**src/rtl/nn_layer_engine.sv**
```systemverilog
`default_nettype none
// ============================================================================
// Module   : nn_layer_engine
// Brief    : Multi-lane dot-product engine for one fully-connected layer, with
//            fixed-point scaling, saturation and an internal result file.
//            Optional ReLU on stored results when NN_RELU_EN is defined.
// Revision : 1.0 - initial release
// ============================================================================
module nn_layer_engine #(
    parameter int PIX_W       = 16,
    parameter int WGT_W       = 16,
    parameter int LANES       = 2,
    parameter int NUM_INPUTS  = 784,
    parameter int NUM_OUTPUTS = 10,
    parameter int ACC_W       = 40,
    parameter int RES_W       = 16,
    parameter int FRAC        = 8,
    localparam int WORDS      = NUM_INPUTS / LANES,
    localparam int PA_W       = (WORDS > 1) ? $clog2(WORDS) : 1,
    localparam int WA_W       = (NUM_OUTPUTS * WORDS > 1) ? $clog2(NUM_OUTPUTS * WORDS) : 1,
    localparam int RA_W       = (NUM_OUTPUTS > 1) ? $clog2(NUM_OUTPUTS) : 1
) (
    input  logic                   clk,
    input  logic                   rst,
    input  logic                   start,
    output logic                   busy,
    output logic                   done,
    output logic                   overflow,
    output logic                   res_valid,
    output logic                   pix_ren,
    output logic [PA_W-1:0]        pix_addr,
    input  logic [LANES*PIX_W-1:0] pix_rdata,
    output logic                   wgt_ren,
    output logic [WA_W-1:0]        wgt_addr,
    input  logic [LANES*WGT_W-1:0] wgt_rdata,
    input  logic [RA_W-1:0]        res_raddr,
    output logic [RES_W-1:0]       res_rdata
);

    localparam int PROD_W = PIX_W + WGT_W;

    localparam logic [PA_W-1:0]         c_last_k   = PA_W'(WORDS - 1);
    localparam logic [RA_W-1:0]         c_last_row = RA_W'(NUM_OUTPUTS - 1);
    localparam logic signed [ACC_W-1:0] c_res_max  = {{(ACC_W-RES_W+1){1'b0}}, {(RES_W-1){1'b1}}};
    localparam logic signed [ACC_W-1:0] c_res_min  = {{(ACC_W-RES_W+1){1'b1}}, {(RES_W-1){1'b0}}};

    typedef enum logic [2:0] {
        S_IDLE  = 3'd0,
        S_READ  = 3'd1,
        S_DRAIN = 3'd2,
        S_STORE = 3'd3,
        S_DONE  = 3'd4
    } state_t;

    state_t                   r_state;
    logic [PA_W-1:0]          r_k;
    logic [RA_W-1:0]          r_row;
    logic                     r_rd_vld;
    logic signed [ACC_W-1:0]  r_acc;
    logic signed [RES_W-1:0]  r_result [NUM_OUTPUTS];

    logic signed [PROD_W-1:0] w_prod [LANES];
    logic signed [ACC_W-1:0]  w_lane_sum;
    logic signed [ACC_W-1:0]  w_shift;
    logic                     w_sat_hi;
    logic                     w_sat_lo;
    logic signed [RES_W-1:0]  w_sat;
    logic signed [RES_W-1:0]  w_store;

    // Operands are widened to the full product width first so the multiply
    // is a same-width signed operation.
    generate
        for (genvar i = 0; i < LANES; i++) begin : g_lane
            logic signed [PROD_W-1:0] w_pix_ext;
            logic signed [PROD_W-1:0] w_wgt_ext;
            assign w_pix_ext = PROD_W'($signed(pix_rdata[i*PIX_W +: PIX_W]));
            assign w_wgt_ext = PROD_W'($signed(wgt_rdata[i*WGT_W +: WGT_W]));
            assign w_prod[i] = w_pix_ext * w_wgt_ext;
        end
    endgenerate

    always_comb begin
        w_lane_sum = '0;
        for (int i = 0; i < LANES; i++) begin
            w_lane_sum = w_lane_sum + ACC_W'(w_prod[i]);
        end
    end

    assign w_shift  = r_acc >>> FRAC;
    assign w_sat_hi = (w_shift > c_res_max);
    assign w_sat_lo = (w_shift < c_res_min);

    always_comb begin
        if (w_sat_hi) begin
            w_sat = c_res_max[RES_W-1:0];
        end else if (w_sat_lo) begin
            w_sat = c_res_min[RES_W-1:0];
        end else begin
            w_sat = w_shift[RES_W-1:0];
        end
    end

`ifdef NN_RELU_EN
    assign w_store = w_sat[RES_W-1] ? '0 : w_sat;
`else
    assign w_store = w_sat;
`endif

    assign res_rdata = (int'(res_raddr) < NUM_OUTPUTS) ? r_result[res_raddr] : '0;

    // Read data lags the issued address by one cycle, so accumulation is
    // keyed off a delayed copy of the read enable.
    always_ff @(posedge clk or posedge rst) begin
        if (rst) begin
            r_state   <= S_IDLE;
            busy      <= 1'b0;
            done      <= 1'b0;
            overflow  <= 1'b0;
            res_valid <= 1'b0;
            pix_ren   <= 1'b0;
            wgt_ren   <= 1'b0;
            pix_addr  <= '0;
            wgt_addr  <= '0;
            r_k       <= '0;
            r_row     <= '0;
            r_acc     <= '0;
            r_rd_vld  <= 1'b0;
            for (int i = 0; i < NUM_OUTPUTS; i++) begin
                r_result[i] <= '0;
            end
        end else begin
            r_rd_vld <= pix_ren;
            if (r_rd_vld) begin
                r_acc <= r_acc + w_lane_sum;
            end

            case (r_state)
                S_IDLE: begin
                    if (start) begin
                        r_state   <= S_READ;
                        busy      <= 1'b1;
                        overflow  <= 1'b0;
                        res_valid <= 1'b0;
                        r_row     <= '0;
                        r_k       <= '0;
                        r_acc     <= '0;
                        pix_ren   <= 1'b1;
                        wgt_ren   <= 1'b1;
                        pix_addr  <= '0;
                        wgt_addr  <= '0;
                    end
                end

                S_READ: begin
                    if (r_k == c_last_k) begin
                        pix_ren <= 1'b0;
                        wgt_ren <= 1'b0;
                        r_state <= S_DRAIN;
                    end else begin
                        r_k      <= r_k + 1'b1;
                        pix_addr <= r_k + 1'b1;
                        wgt_addr <= wgt_addr + 1'b1;
                    end
                end

                S_DRAIN: begin
                    r_state <= S_STORE;
                end

                S_STORE: begin
                    r_result[r_row] <= w_store;
                    r_acc           <= '0;
                    if (w_sat_hi || w_sat_lo) begin
                        overflow <= 1'b1;
                    end
                    if (r_row == c_last_row) begin
                        r_state   <= S_DONE;
                        done      <= 1'b1;
                        res_valid <= 1'b1;
                    end else begin
                        // Weight rows are contiguous, so the next row starts
                        // one word past the last address issued.
                        r_row    <= r_row + 1'b1;
                        r_k      <= '0;
                        pix_addr <= '0;
                        wgt_addr <= wgt_addr + 1'b1;
                        pix_ren  <= 1'b1;
                        wgt_ren  <= 1'b1;
                        r_state  <= S_READ;
                    end
                end

                S_DONE: begin
                    done    <= 1'b0;
                    busy    <= 1'b0;
                    r_state <= S_IDLE;
                end

                default: begin
                    busy    <= 1'b0;
                    done    <= 1'b0;
                    r_state <= S_IDLE;
                end
            endcase
        end
    end

endmodule
`default_nettype wire

```
**config.mk**
```make
export PLATFORM = sky130hd
export DESIGN_NAME = nn_layer_engine
export DESIGN_NICKNAME = d
export VERILOG_FILES = /design/src/rtl/nn_layer_engine.sv
export SDC_FILE = /design/constraint.sdc
export NUM_CORES = 2
export LEC_CHECK = 0
export ABC_AREA = 1
export BUFFER_PORTS_ARGS = -buffer_cell sky130_fd_sc_hd__buf_2
export CAP_MARGIN = 5
export CORE_MARGIN = 2
export CORE_UTILIZATION = 66
export CTS_CLUSTER_DIAMETER = 50
export DETAILED_ROUTE_END_ITERATION = 10
export HOLD_SLACK_MARGIN = 0.03
export PLACE_DENSITY = 0.84
export SETUP_SLACK_MARGIN = 0.15
export SLEW_MARGIN = 25
export SYNTH_ARGS = -nofsm -noshare
export SYNTH_HDL_FRONTEND = slang
export SYNTH_SLANG_ARGS = --single-unit
```
**constraint.sdc**
```tcl
create_clock -name clk -period 12.42 [get_ports clk]
set_clock_uncertainty 0.05 [all_clocks]
set_input_delay 3.105 -clock clk [delete_from_list [all_inputs] [get_ports clk]]
set_output_delay 3.105 -clock clk [all_outputs]
set_load 0.01 [all_outputs]
```
==> impl_metrics.csv <==
group,metric,value,unit
global_route,globalRoute.totalOverflow,0,
routing,vias,27700,
logic_synthesis,synth_cells,4340,
global_route,grtUsageTotal,33.5,%
timing,drv_slew,0,
timing,setup_viol,0,
clock_tree,ctsHoldBuffers,0,
setup_path,arrival,10.53,ns
clock_tree,post-cts-setup-buffers,0,
logic_synthesis,synth_area_per_cell,8.25,um^2
setup_path,cpMaxStageDelayCell,"inv_1",
clock_tree,clkTransAtPathRegs,0.06,ns
logic_synthesis,syn_nets,5272,
final_layout,register_area,5860,um^2
global_route,grt_pass1_wl,150000,um
routing,drtIter0Drc,2276,
die,num_rows,85,
job,cap_violations,0,
clock_tree,h-tree-depth,1,
placed_design,gp_congestion,0.967,
setup_path,reg2reg_depth,24,
logic_synthesis,synthArstFlopShare,100,%
clock_tree,clock_path_buffers,3,
clock_tree,clockRootBuffer,"clkbuf_16",
routing,post_drt_wl_per_cell,17.8,um
logic_synthesis,yosys.area.top_type,"fa_1",
die,dieArea,56100,um^2
clock_tree,cts_sinks,234,
logic_synthesis,yosysUniqueCellTypes,47,
setup_path,critPathBufInv,8,
placed_design,hpwl,73300,um
timing,hold_violations,0,
logic_synthesis,synth_top_area_share,39.2,%
final_layout,n_fill_cell,4175,
routing,via_per_inst,5.53,
die,ioPinCount,114,
timing,fmax,0.0991,GHz
setup_path,r2r_slack,5.25,ns
timing,fin_setup_tns,0,ns
setup_path,critical-path-top-delay-family,"adder cells",
die,initial_utilization,66.7,%
worst_hold_path,worstHoldStart,"wgt_ren$_DFFE_PP0P_",
final_layout,syn2layout_area_growth,4.52,%
worst_hold_path,min_to,"r_rd_vld$_DFF_PP0_",
routing,postRouteAntennaNets,0,
logic_synthesis,netlist_area,35800,um^2
timing,rsz0062_at_grt,"false",
setup_path,worstPathRequired,12.86,ns
logic_synthesis,seq_area_frac_synth,16.4,%
logic_synthesis,synth_edf_count,0,
die,die_y,237,um
worst_hold_path,min_path_cells,0,
setup_path,max_stage_delay,0.73,ns
timing,fin_crit,10.10,ns
logic_synthesis,synthTopCellsByArea,"fa_1 (39%), dfrtp_1 (16%), nand2_1 (11%), inv_1 (11%), ha_1 (5.6%)",
setup_path,path_common_cell,"fa_1",
setup_path,timing.rr.start,"r_acc[14]$_DFF_PP0_",
global_route,antenna_found_initial,6,
routing,wl,89200,um
worst_hold_path,hold_class,"reg2reg",
final_layout,fin_nets,5226,
setup_path,start_kind,"input port",
global_route,grt_max_degree,105,
clock_tree,postCtsResizedCells,0,
final_layout,multi_input_area,25000,um^2
routing,dr.pass1.iters,6,
global_route,grt_pass1_vias,29300,
timing,worst_slew_pin_slew,0.962,ns
setup_path,cp_max_fo,19,
status,status,"finished clean",
logic_synthesis,yosysWarnings,0,
clock_tree,clock_latency,0.54,ns
logic_synthesis,synth-seq-cells,234,
die,die-width,237,um
timing,fin_crit_sh,81.3,%
logic_synthesis,synth_top_flop_cell,"dfrtp_1",
clock_tree,numCtsBuffers,25,
routing,drc,0,
placed_design,portBuffers,113,
die,core_area,53700,um^2
timing,maxSlewHeadroom,35.8,%
clock_tree,cts_tree,"yes",
setup_path,r2r_end,"r_acc[31]$_DFF_PP0_",
setup_path,crit_type,"in2reg",
final_layout,drive_gt1_share,6.61,%
setup_path,end_kind,"flop",
-- worst max-delay path by stage --
| stage | from | endpoint | depth (start not counted) |
|---|---|---|---|
| 2_1_floorplan | pix_rdata[15] | r_acc[23]$_DFF_PP0_ | 27 |
| 3_3_place_gp | pix_rdata[15] | r_acc[27]$_DFF_PP0_ | 25 |
| 3_5_place_dp | pix_rdata[15] | r_acc[27]$_DFF_PP0_ | 25 |
| 4_1_cts | pix_rdata[15] | r_acc[27]$_DFF_PP0_ | 25 |
| 5_1_grt | pix_rdata[15] | r_acc[27]$_DFF_PP0_ | 25 |
| 6_report | wgt_rdata[2] | r_acc[27]$_DFF_PP0_ | 25 |
-- final cells by class --
| type | instances | area share [%] |
|---|---|---|
| Timing Repair Buffer | 134 | 1.94 |
| Sequential cell | 234 | 15.6 |
| Clock buffer | 32 | 1.85 |
| Antenna cell | 5 | 0.0334 |
| Tap cell | 696 | 2.33 |
| Inverter | 1100 | 11.1 |
| Multi-Input combinational cell | 2799 | 66.8 |
| Clock inverter | 11 | 0.354 |
-- cells in the final DEF, fill, tap and decap left out, types with 21 or more instances in the layout --
master	count
a21oi_1	93
fa_1	702
buf_2	113
nand3_1	193
xor2_1	21
ha_1	159
nor2_1	187
o21ai_0	114
inv_1	1071
nand2_1	1094
clkbuf_16	25
dfrtp_1	234
nand3_2	41
o221ai_1	21
nand4_1	31
-- stage by stage --
stage                     std cells  setup slack, ns  hold slack [ns]  cell area (um^2)  utilization (%)
after floorplan                4340             2.32            0.394             35800                -
after global placement         4963             1.92            0.388             36600             68.1
after detailed placement       4963             1.89            0.386             36600             68.1
after CTS                      5006             2.43            0.402             37400             69.6
after global routing           5006             1.97            0.414             37400             69.7
final                          5011             2.32            0.401             37400             69.7
-- worst register-to-register path, delay by kind of cell (launching register included) --
| kind | cells | cell delay, ns |
|---|---|---|
| AOI/OAI and AO/OA | 1 | 0.60 |
| adders and majority gates | 9 | 4.44 |
| buffers and inverters | 8 | 0.69 |
| DFF | 1 | 0.36 |
| and+or+nand+nor | 6 | 0.92 |
-- per-layer routing --
layer / track usage [%] / vias to the layer above / wire length (um)
li1: - / 12600 / -
met1: 44.0 / 13800 / 34700
met2: 58.3 / 1163 / 45200
met3: 3.74 / 222 / 6200
met4: 11.5 / 4 / 3120
met5: 0 / - / 25
-- state kept, by name, summed over array words and instances (netlist names) --
signal / flops
r_k: 9
busy: 1
r_result: 160
res_valid: 1
r_row: 4
done: 1
r_acc: 40
overflow: 1
r_rd_vld: 1
wgt_addr: 12
r_state: 3
wgt_ren: 1
-- cell usage after synthesis (2+ instances only) --
cell / n
nor4_1: 4
o211ai_1: 6
nand2_1: 1094
nand3b_1: 6
inv_2: 17
buf_2: 31
clkinv_2: 3
a31o_2: 6
nand2_8: 9
ha_1: 159
a211oi_1: 5
inv_1: 1075
nand3_2: 41
o21bai_1: 6
a21oi_1: 93
o31ai_1: 5
nor3_2: 8
nand3_1: 193
mux2i_1: 6
o221ai_1: 21
xnor2_1: 3
fa_1: 702
buf_1: 5
clkbuf_1: 169
nand2_2: 7
o21a_1: 4
nor3_1: 18
nor2_2: 2
nor2_1: 187
or2_2: 9
o22ai_1: 15
dfrtp_1: 234
xor2_1: 21
a21o_1: 3
o21ai_0: 114
o21ai_1: 14
clkinv_1: 5
nand4_1: 31
-- cell families after synthesis --
| logic type | after synthesis | synth area share [%] |
|---|---|---|
| adder cells (fa/ha/maj) | 861 | 44.8 |
| XOR/XNOR | 24 | 0.587 |
| AO/OA/AOI/OAI | 294 | 4.74 |
| multiplexers | 6 | 0.168 |
| flip-flops | 234 | 16.4 |
| buffers and inverters | 1307 | 13.9 |
| AND/OR/NAND/NOR | 1614 | 19.5 |
Power is not shown: default switching activity piles up to over one toggle a cycle in this logic, so the estimate is an artifact.
